===== config.mk =====
export PLATFORM = sky130hd
export DESIGN_NAME = factorial_ctrl
export DESIGN_NICKNAME = d
export VERILOG_FILES = /design/src/rtl/factorial_pkg.sv /design/src/rtl/factorial_ctrl_fsm.sv /design/src/rtl/factorial_ctrl.sv
export SDC_FILE = /design/constraint.sdc
export NUM_CORES = 1
export LEC_CHECK = 0
export ABC_AREA = 1
export ABC_CLOCK_PERIOD_IN_PS = 2500
export CAP_MARGIN = 40
export CORE_ASPECT_RATIO = 1.1
export CORE_MARGIN = 4
export CORE_UTILIZATION = 42
export CTS_BUF_LIST = sky130_fd_sc_hd__clkbuf_8
export CTS_CLUSTER_SIZE = 8
export DETAILED_ROUTE_END_ITERATION = 8
export GPL_ROUTABILITY_DRIVEN = 0
export HOLD_SLACK_MARGIN = 0.02
export PLACE_DENSITY = 0.71
export SYNTH_ARGS = -nofsm -noshare
export SYNTH_HDL_FRONTEND = slang
export SYNTH_SLANG_ARGS = --single-unit

===== constraint.sdc =====
create_clock -name clk -period 2.5 [get_ports clk]
set_input_delay 0.25 -clock clk [delete_from_list [all_inputs] [get_ports clk]]
set_output_delay 0.25 -clock clk [all_outputs]
set_load 0.02 [all_outputs]

===== src/rtl/factorial_pkg.sv =====
// Shared definitions for the factorial sequencing controller.
//   state_e : FSM state encoding (3-bit)
//   FACT_W  : default data width
package factorial_pkg;

  localparam int unsigned FACT_W = 32;

  typedef enum logic [2:0] {
    IDLE     = 3'd0,
    INIT     = 3'd1,
    MUL_REQ  = 3'd2,
    MUL_WAIT = 3'd3,
    UPDATE   = 3'd4,
    DONE     = 3'd5
  } state_e;

endpackage


===== src/rtl/factorial_ctrl_fsm.sv =====
// Sequencing FSM for factorial_ctrl: state register plus next-state decode.
// Inputs : op_start, mul_done, count_is_one, ovf_hit, op_clear (tie low when unused)
// Outputs: state_o, single-cycle datapath enables (*_c), registered
//          mul_start / busy / done decoded from the next state.
module factorial_ctrl_fsm
  import factorial_pkg::*;
(
  input  logic   clk,
  input  logic   reset_n,
  input  logic   op_start,
  input  logic   mul_done,
  input  logic   count_is_one,
  input  logic   ovf_hit,
  input  logic   op_clear,
  output state_e state_o,
  output logic   accept_c,
  output logic   init_c,
  output logic   capture_c,
  output logic   update_c,
  output logic   abort_c,
  output logic   go_req_c,
  output logic   mul_start,
  output logic   busy,
  output logic   done
);

  state_e state_q, state_d;
  logic   mul_start_q, mul_start_d;
  logic   busy_q, busy_d;
  logic   done_q, done_d;

  // Next-state and enable decode
  always_comb begin
    state_d   = state_q;
    accept_c  = 1'b0;
    init_c    = 1'b0;
    capture_c = 1'b0;
    update_c  = 1'b0;
    abort_c   = 1'b0;
    unique case (state_q)
      IDLE, DONE: begin
        if (op_start) begin
          state_d  = INIT;
          accept_c = 1'b1;
        end
      end
      INIT: begin
        init_c  = 1'b1;
        state_d = count_is_one ? DONE : MUL_REQ;
      end
      MUL_REQ: state_d = MUL_WAIT;
      MUL_WAIT: begin
        if (mul_done) begin
          capture_c = 1'b1;
          state_d   = UPDATE;
        end
      end
      UPDATE: begin
        update_c = 1'b1;
        state_d  = (ovf_hit || count_is_one) ? DONE : MUL_REQ;
      end
      default: state_d = IDLE;
    endcase
    // Abort overrides every other transition and suppresses datapath updates
    if (op_clear && (state_q != IDLE)) begin
      state_d   = IDLE;
      abort_c   = 1'b1;
      accept_c  = 1'b0;
      init_c    = 1'b0;
      capture_c = 1'b0;
      update_c  = 1'b0;
    end
    go_req_c    = (state_d == MUL_REQ);
    mul_start_d = (state_d == MUL_REQ);
    busy_d      = (state_d == INIT) || (state_d == MUL_REQ) ||
                  (state_d == MUL_WAIT) || (state_d == UPDATE);
    done_d      = (state_d == DONE);
  end

  // State and status registers
  always_ff @(posedge clk) begin
    if (!reset_n) begin
      state_q     <= IDLE;
      mul_start_q <= 1'b0;
      busy_q      <= 1'b0;
      done_q      <= 1'b0;
    end else begin
      state_q     <= state_d;
      mul_start_q <= mul_start_d;
      busy_q      <= busy_d;
      done_q      <= done_d;
    end
  end

  assign state_o   = state_q;
  assign mul_start = mul_start_q;
  assign busy      = busy_q;
  assign done      = done_q;

endmodule


===== src/rtl/factorial_ctrl.sv =====
// Factorial sequencing controller. Computes N! by driving an external
// multi-cycle multiplier (start/done handshake), multiplying in descending
// order 1*N*(N-1)*...*2 and stopping early on overflow.
// Ports: clk, reset_n (sync, active-low), op_start, n_value, op_clear
//        (only with FACT_ABORT_EN), mul_start/mul_a/mul_b/mul_done/
//        mul_product (multiplier handshake), result, busy, done, overflow.
// Macro FACT_ABORT_EN: adds op_clear abort input.
module factorial_ctrl
  import factorial_pkg::*;
#(
  parameter int unsigned W = FACT_W
) (
  input  logic           clk,
  input  logic           reset_n,
  input  logic           op_start,
`ifdef FACT_ABORT_EN
  input  logic           op_clear,
`endif
  input  logic [W-1:0]   n_value,
  output logic           mul_start,
  output logic [W-1:0]   mul_a,
  output logic [W-1:0]   mul_b,
  input  logic           mul_done,
  input  logic [2*W-1:0] mul_product,
  output logic [W-1:0]   result,
  output logic           busy,
  output logic           done,
  output logic           overflow
);

  state_e state;
  logic   clear;
  logic   accept, init, capture, update, abort, go_req;
  logic   count_is_one;

  logic [W-1:0] count_q, count_d;
  logic [W-1:0] result_q, result_d;
  logic [W-1:0] prod_lo_q, prod_lo_d;
  logic         prod_hi_nz_q, prod_hi_nz_d;
  logic         overflow_q, overflow_d;
  logic [W-1:0] mul_a_q, mul_a_d;
  logic [W-1:0] mul_b_q, mul_b_d;

`ifdef FACT_ABORT_EN
  assign clear = op_clear;
`else
  assign clear = 1'b0;
`endif

  // INIT ends on N<=1; UPDATE ends when the decremented count reaches 1
  assign count_is_one = (state == INIT) ? (count_q <= W'(1)) : (count_q == W'(2));

  factorial_ctrl_fsm u_fsm (
    .clk          (clk),
    .reset_n      (reset_n),
    .op_start     (op_start),
    .mul_done     (mul_done),
    .count_is_one (count_is_one),
    .ovf_hit      (prod_hi_nz_q),
    .op_clear     (clear),
    .state_o      (state),
    .accept_c     (accept),
    .init_c       (init),
    .capture_c    (capture),
    .update_c     (update),
    .abort_c      (abort),
    .go_req_c     (go_req),
    .mul_start    (mul_start),
    .busy         (busy),
    .done         (done)
  );

  // Datapath next-value logic
  always_comb begin
    count_d      = count_q;
    result_d     = result_q;
    prod_lo_d    = prod_lo_q;
    prod_hi_nz_d = prod_hi_nz_q;
    overflow_d   = overflow_q;
    if (accept) begin
      count_d = n_value;
    end else if (update && !prod_hi_nz_q) begin
      count_d = count_q - W'(1);
    end
    if (init) begin
      result_d = W'(1);
    end else if (update) begin
      result_d = prod_lo_q;
    end
    if (capture) begin
      prod_lo_d    = mul_product[W-1:0];
      prod_hi_nz_d = |mul_product[2*W-1:W];
    end
    if (accept || abort) begin
      overflow_d = 1'b0;
    end else if (update && prod_hi_nz_q) begin
      overflow_d = 1'b1;
    end
    // Operands load alongside the transition into MUL_REQ and then hold
    mul_a_d = go_req ? result_d : mul_a_q;
    mul_b_d = go_req ? count_d  : mul_b_q;
  end

  always_ff @(posedge clk) begin
    if (!reset_n) begin
      count_q      <= '0;
      result_q     <= '0;
      prod_lo_q    <= '0;
      prod_hi_nz_q <= 1'b0;
      overflow_q   <= 1'b0;
      mul_a_q      <= '0;
      mul_b_q      <= '0;
    end else begin
      count_q      <= count_d;
      result_q     <= result_d;
      prod_lo_q    <= prod_lo_d;
      prod_hi_nz_q <= prod_hi_nz_d;
      overflow_q   <= overflow_d;
      mul_a_q      <= mul_a_d;
      mul_b_q      <= mul_b_d;
    end
  end

  assign result   = result_q;
  assign overflow = overflow_q;
  assign mul_a    = mul_a_q;
  assign mul_b    = mul_b_q;

endmodule


After elaboration in Yosys (flattened, before gate mapping)
Cells that the tools add are included.

Flip-flop bits (word level): 168. Bits of input ports: 100. Output and inout bits: 100.

Add/subtract/negate cells: 1. Order comparisons: 1. Equal/unequal tests: 11. Muxes and demuxes: 16. Bitwise operators: 1. Reduce and logical (&&, ||, !) cells: 11.

Operators by type and width (count): $mux 32 (4); $eq 32x2->1 const B (1); $le 32x1->1 const B (1); $reduce_or 32->1 (1); $sub 32x1->32 const B (1); $pmux 3 s5 (1); $eq 3x2->1 const B (4); $eq 3x3->1 const B (4); $mux 3 (4); $mux 1 (7); $eq 3x1->1 const B (2); $logic_or 1x1->1 (4); $reduce_or 2->1 (2); $logic_not 3->1 (1); $logic_and 1x1->1 (2); $logic_not 1->1 (1); $not 1->1 (1).

Longest topological paths before layout
Depth after elaboration: 9. Gate-level depth with buffers: 15.

By module
From an unflattened synthesis, not the netlist that was laid out.

Cell total of the unflattened synthesis: 1007. Area total of the unflattened synthesis: 7119.3 µm².

Modules (own cells, without submodules): factorial_ctrl (times used 1, cells an instance 952, area an instance 6779.0 µm²); factorial_ctrl_fsm (times used 1, cells an instance 55, area an instance 340.3 µm²).

Worst setup path before layout
No wires, ideal clock.

Kind: register to register. From: register count_q[0]. To: register mul_a_q[21], in the netlist mul_a[21]. Arrival time: 1.838 ns. Data required time: 2.436 ns. Path slack: 0.598 ns. Cell stages (with the launch flop): 15. Path buffers: 2. Clock period less this slack: 1.902 ns. Cell sequence: dfxtp_1 inv_1 ha_1 or2_2 nand3_1 nor2_2 nand2_2 nand2_1 nand2_2 nand2_4 nor2_4 buf_6 buf_6 nor2_1 nor2_1.

Word-level cells in the longest chain between the ends: 6. Elaborated cells between the ends (all ways): 8.

Ends and longest elaborated chain: start, declared (RTL line factorial_ctrl.sv:36) `logic [W-1:0] count_q, count_d;`; start signal, assigned (RTL line factorial_ctrl.sv:114) `count_q <= count_d;`; $le 32x1->1 or $eq 32x2->1 (tied branches) (RTL line factorial_ctrl.sv:51) `assign count_is_one = (state == INIT) ? (count_q <= W'(1)) : (count_q == W'(2));`; $mux 1 * (RTL line factorial_ctrl.sv:51); $logic_or 1x1->1 (RTL line factorial_ctrl_fsm.sv:60) `state_d = (ovf_hit || count_is_one) ? DONE : MUL_REQ;`; $mux 3 (RTL line factorial_ctrl_fsm.sv:60); $pmux 3 s5 * (RTL line factorial_ctrl_fsm.sv:40) `unique case (state_q)`; $eq 3x2->1 * (RTL line factorial_ctrl_fsm.sv:73) `go_req_c = (state_d == MUL_REQ);`; end signal, assigned (RTL line factorial_ctrl.sv:119) `mul_a_q <= mul_a_d;`; end, declared (RTL line factorial_ctrl.sv:41) `logic [W-1:0] mul_a_q, mul_a_d;`.

Mark *: on every way between the ends. The rest lies on a longest branch, timed or not. A chain may end at the register's enable or synchronous reset.

Final worst setup path
From: register count_q[0]. To: register mul_a_q[31], in the netlist mul_a[31].

Same word-level chain as after synthesis.

==> impl_results.html <==
<table>
<tr><th>Metric</th><th>Value</th></tr>
<tr><th colspan="2">Timing</th></tr>
<tr><td>Shortest period the worst path allows</td><td>roughly 2.2 ns</td></tr>
<tr><td>Setup repair after global routing missed its margin</td><td>no</td></tr>
<tr><td>Max Clock Skew</td><td>roughly 0.015 ns</td></tr>
<tr><td>Final WS setup</td><td>0.325 ns</td></tr>
<tr><td>Sum of negative setup slack</td><td>0 ns</td></tr>
<tr><td>Hold Fails Final Rpt</td><td>0</td></tr>
<tr><td>Transition at the pin with the smallest max-transition slack</td><td>between 0.5 and 0.6 ns</td></tr>
<tr><td>Number of setup violations in the final report</td><td>0</td></tr>
<tr><td>Timing-limited maximum frequency</td><td>approximately 460 MHz</td></tr>
<tr><td>Final number of max-transition violations</td><td>0</td></tr>
<tr><td>Worst rel slew slack</td><td>66.0%</td></tr>
<tr><td>Crit share post-route</td><td>slightly below 90%</td></tr>
<tr><th colspan="2">Synthesis</th></tr>
<tr><td>Synth warnings</td><td>0</td></tr>
<tr><td>Sequential share of the synthesized area</td><td>45.5%</td></tr>
<tr><td>Number of flops mapped to enable cells by yosys</td><td>0</td></tr>
<tr><td>Number of cells produced by synthesis</td><td>1085</td></tr>
<tr><td>Post-Syn Area</td><td>~7400 µm²</td></tr>
<tr><td>Top FF cell, synth</td><td>dfxtp_1</td></tr>
<tr><td>Avg Inst Size Synth</td><td>roughly 6.8 µm²</td></tr>
<tr><td>Number of unique standard cell types used by synthesis</td><td>37</td></tr>
<tr><td>Synthesized Nets</td><td>1188</td></tr>
<tr><td>Register bit count reported by yosys</td><td>168</td></tr>
<tr><td>Post-synth ARST share</td><td>0%</td></tr>
<tr><th colspan="2">Run</th></tr>
<tr><td>Number of violations of the max-capacitance limit</td><td>0</td></tr>
<tr><th colspan="2">Cells and area</th></tr>
<tr><td>Layout Nets</td><td>approximately 1400</td></tr>
<tr><td>Non-filler cells in the finished layout</td><td>around 1500</td></tr>
<tr><td>Area Growth Syn to Fin</td><td>34.9%</td></tr>
<tr><td>Commonest non-fill, non-tap cell in the layout</td><td>nor2_1</td></tr>
<tr><td>Antenna Cells</td><td>0</td></tr>
<tr><td>Proportion of layout cells with a drive suffix above 1</td><td>roughly 5.6%</td></tr>
<tr><td>Highest-count cells in the layout ignoring fill and taps</td><td>299 x nor2_1, 201 x nand2_1, 198 x clkdlybuf4s50_1</td></tr>
<tr><td>FILL cells</td><td>1690</td></tr>
<tr><td>Fraction of the core area covered by cells at the end of the flow</td><td>roughly 58%</td></tr>
<tr><th colspan="2">Die</th></tr>
<tr><td>Die height</td><td>147 µm</td></tr>
<tr><td>Placeable Area</td><td>approximately 17000 µm²</td></tr>
<tr><td>Area of the die</td><td>~20000 µm²</td></tr>
<tr><td>DIE WIDTH</td><td>around 130 µm</td></tr>
<tr><td>FP Rows</td><td>50</td></tr>
<tr><td>Ports</td><td>200</td></tr>
<tr><td>Effective utilization at floorplan</td><td>43.1%</td></tr>
<tr><th colspan="2">Worst setup path</th></tr>
<tr><td>CP arrival</td><td>between 2 and 3 ns</td></tr>
<tr><td>Cell depth of the worst flop-to-flop path</td><td>14</td></tr>
<tr><td>Endpoint of the worst-slack reg-to-reg timing path</td><td>mul_a[31]</td></tr>
<tr><td>Worst setup EP type</td><td>register</td></tr>
<tr><td>Startpoint of the lowest-slack register-to-register path</td><td>count_q[0]</td></tr>
<tr><td>Critical path startpoint category</td><td>register</td></tr>
<tr><td>Critical path endpoint</td><td>mul_a[31]</td></tr>
<tr><td>Critical Path Source</td><td>count_q[0]</td></tr>
<tr><td>R2r setup slk</td><td>approximately 0.33 ns</td></tr>
<tr><td>Ordered cell list for the critical path</td><td>inv_1 &gt; ha_1 &gt; or2_2 &gt; nand3_1 &gt; nor2_2 &gt; nand2_2 &gt; nand2_1 &gt; nand2_2 &gt; nand2_4 &gt; inv_2 &gt; buf_12 &gt; nand3_1 &gt; nand2_1 &gt; nor2_1</td></tr>
<tr><td>Slowest cell on the critical path</td><td>dfxtp_1</td></tr>
<tr><td>Kind of critical path</td><td>register to register</td></tr>
<tr><td>Worst EP required</td><td>about 2.9 ns</td></tr>
<tr><td>Largest stage delay on the critical path</td><td>0.36 ns</td></tr>
<tr><td>Largest driver fanout on the critical path</td><td>23</td></tr>
<tr><th colspan="2">CTS</th></tr>
<tr><td>Htree depth</td><td>4</td></tr>
<tr><td>Clock root buffer</td><td>clkbuf_8</td></tr>
<tr><td>TritonCTS clock tree</td><td>built</td></tr>
<tr><td>Maximum number of buffers from clock root to sink</td><td>2</td></tr>
<tr><td>Setup repair bufs after CTS</td><td>0</td></tr>
<tr><td>Post_cts resized</td><td>0</td></tr>
<tr><td>Clock-pin slew of the registers on the worst-case setup and hold paths</td><td>0.09 ns</td></tr>
<tr><td>Num CTS Buffers</td><td>17</td></tr>
<tr><td>TritonCTS sink count</td><td>between 150 and 200</td></tr>
<tr><td>Hold-fix buffer count after cts</td><td>0</td></tr>
<tr><td>Worst skew pair latency</td><td>between 0.4 and 0.5 ns</td></tr>
<tr><th colspan="2">Drt</th></tr>
<tr><td>Post-detailed-route wirelength per cell</td><td>14.4 µm</td></tr>
<tr><td>Detailed-route wire length</td><td>between 20000 and 25000 µm</td></tr>
<tr><td>Amount of wire on met3 after detailed routing</td><td>1420 µm</td></tr>
<tr><td>Top layer used by detailed routing</td><td>met4</td></tr>
<tr><td>Iteration-0 DRC Markers</td><td>538</td></tr>
<tr><td>Number of vias per cell after detailed routing</td><td>4.85</td></tr>
<tr><td>Total DRC errors in the routed layout</td><td>0</td></tr>
<tr><td>Number of iterations in the first detailed-routing pass</td><td>5</td></tr>
<tr><td>Post-Route M1 WL</td><td>~9500 µm</td></tr>
<tr><td>Wire length on met2</td><td>10400 µm</td></tr>
<tr><td>Count of vias placed by the detailed router</td><td>7319</td></tr>
<tr><td>Number of nets still failing antenna checks after routing</td><td>0</td></tr>
<tr><th colspan="2">Power and ir drop</th></tr>
<tr><td>Leakage component of the power</td><td>between 0.004 and 0.005 µW</td></tr>
<tr><td>Power Total</td><td>between 7000 and 8000 µW</td></tr>
<tr><td>Peak supply drop</td><td>about 370 µV</td></tr>
<tr><td>Pwr Density</td><td>roughly 720 nW/µm²</td></tr>
<tr><th colspan="2">Place</th></tr>
<tr><td>Count of input and output buffers</td><td>roughly 200</td></tr>
<tr><td>Post-placement setup slack</td><td>between 0.3 and 0.4 ns</td></tr>
<tr><td>Total half-perimeter wirelength after legalization and detailed placement</td><td>around 15000 µm</td></tr>
<tr><td>Cell count after placement</td><td>1478</td></tr>
<tr><th colspan="2">Run status</th></tr>
<tr><td>Outcome</td><td>completed</td></tr>
<tr><th colspan="2">Global routing</th></tr>
<tr><td>Antenna violations before repair</td><td>0</td></tr>
<tr><td>Number of global-route vias before repair</td><td>between 7000 and 8000</td></tr>
<tr><td>Overall routing resource usage</td><td>22.2%</td></tr>
<tr><td>Sum of overflow across all layers after global routing</td><td>0</td></tr>
<tr><td>First-pass GRT wire length</td><td>roughly 36000 µm</td></tr>
<tr><td>Largest net degree at the start of global routing</td><td>100</td></tr>
<tr><th colspan="2">Min path</th></tr>
<tr><td>Worst hold path type</td><td>input pin to register</td></tr>
</table>
cells by family (layout without fill, tap and decap cells):
group                    after synthesis  count (layout)  share of synthesized area (%)
AND/OR/NAND/NOR                      632             632                           35.4
flip-flops                           168             168                           45.5
buffers and inverters                143             334                           7.81
AO/OA/AOI/OAI                        129             129                           9.55
XOR/XNOR                               8               8                          0.948
adder cells (fa/ha/maj)                3               3                          0.508
multiplexers                           2               2                          0.271
through the flow:
stage	hold WS [ns]	instance area, µm²
floorplan	0.385	7390
global placement	0.435	9620
detailed placement	0.447	9620
CTS	0.216	9970
global route	0.240	9970
finish	0.240	9970
worst min-delay path by stage:
stage	startpoint	to	depth (start not counted)
after floorplan	mul_product[18]	prod_lo_q[18]	2
after global placement	prod_lo_q[0]	prod_lo_q[0]	2
after detailed placement	prod_lo_q[10]	prod_lo_q[10]	2
after CTS	reset_n	count_q[24]	3
after global routing	reset_n	count_q[13]	3
final	reset_n	count_q[24]	3
synth_stat cells (3+ instances only):
cell      number  share of area (%)
nand2_2        3               0.25
dfxtp_1      168                 46
inv_2          8               0.41
ha_1           3               0.51
o21ai_0       69                4.7
a21oi_1       34                2.3
nand2_1      201                 10
nand4_1        7               0.59
xor2_1         6               0.71
buf_2         14               0.95
nor2_2         3               0.25
clkbuf_1      34                1.7
inv_1         77                3.9
nor2_1       299                 15
o211ai_1      18                1.8
or2_2          4               0.34
nor3_1         3               0.20
nand3_1       91                6.2
buf_1          5               0.25
nor4_1        10               0.85
o21bai_1       3               0.30
nand3b_1       4               0.41
final cells by class:
class	count	area (µm²)	area share, %
clock inverter	14	98.8	0.992
clock buffer	18	248	2.49
inverter	86	323	3.24
tap	234	293	2.94
timing repair buffer	216	2190	22.0
sequential	168	3360	33.7
multi-input combinational	774	3450	34.6
report_power, final:
part / leakage [µW] / internal, µW / switching, µW / total (µW)
Combinational: 0.00264 / 948 / 1330 / 2280
Clock: 0.000171 / 716 / 1030 / 1740
Sequential: 0.00137 / 2960 / 178 / 3140
Total: 0.00418 / 4620 / 2530 / 7160
sequential cells by signal, summed over array words and instances (netlist names):
name and count:
mul_a 32, prod_lo_q 32, u_fsm.state_o 3, result 32, mul_b 32, prod_hi_nz_q 1
u_fsm.mul_start 1, u_fsm.busy 1, u_fsm.done 1, overflow 1, count_q 32
worst max-delay path, delay by kind of cell, from the launching register on:
kind | cells | cell delay, ns
flip-flops | 1 | 0.36
AND/OR/NAND/NOR | 10 | 1.00
adder cells (fa/ha/maj) | 1 | 0.24
buffers and inverters | 3 | 0.46
per-layer routing:
metal | GRT usage (%) | up-vias
met5 | 0 | -
met4 | 6.87 | 0
met3 | 6.37 | 25
met2 | 36.8 | 181
met1 | 27.9 | 3314
li1 | - | 3799
Power figures use the tool's default switching activity.
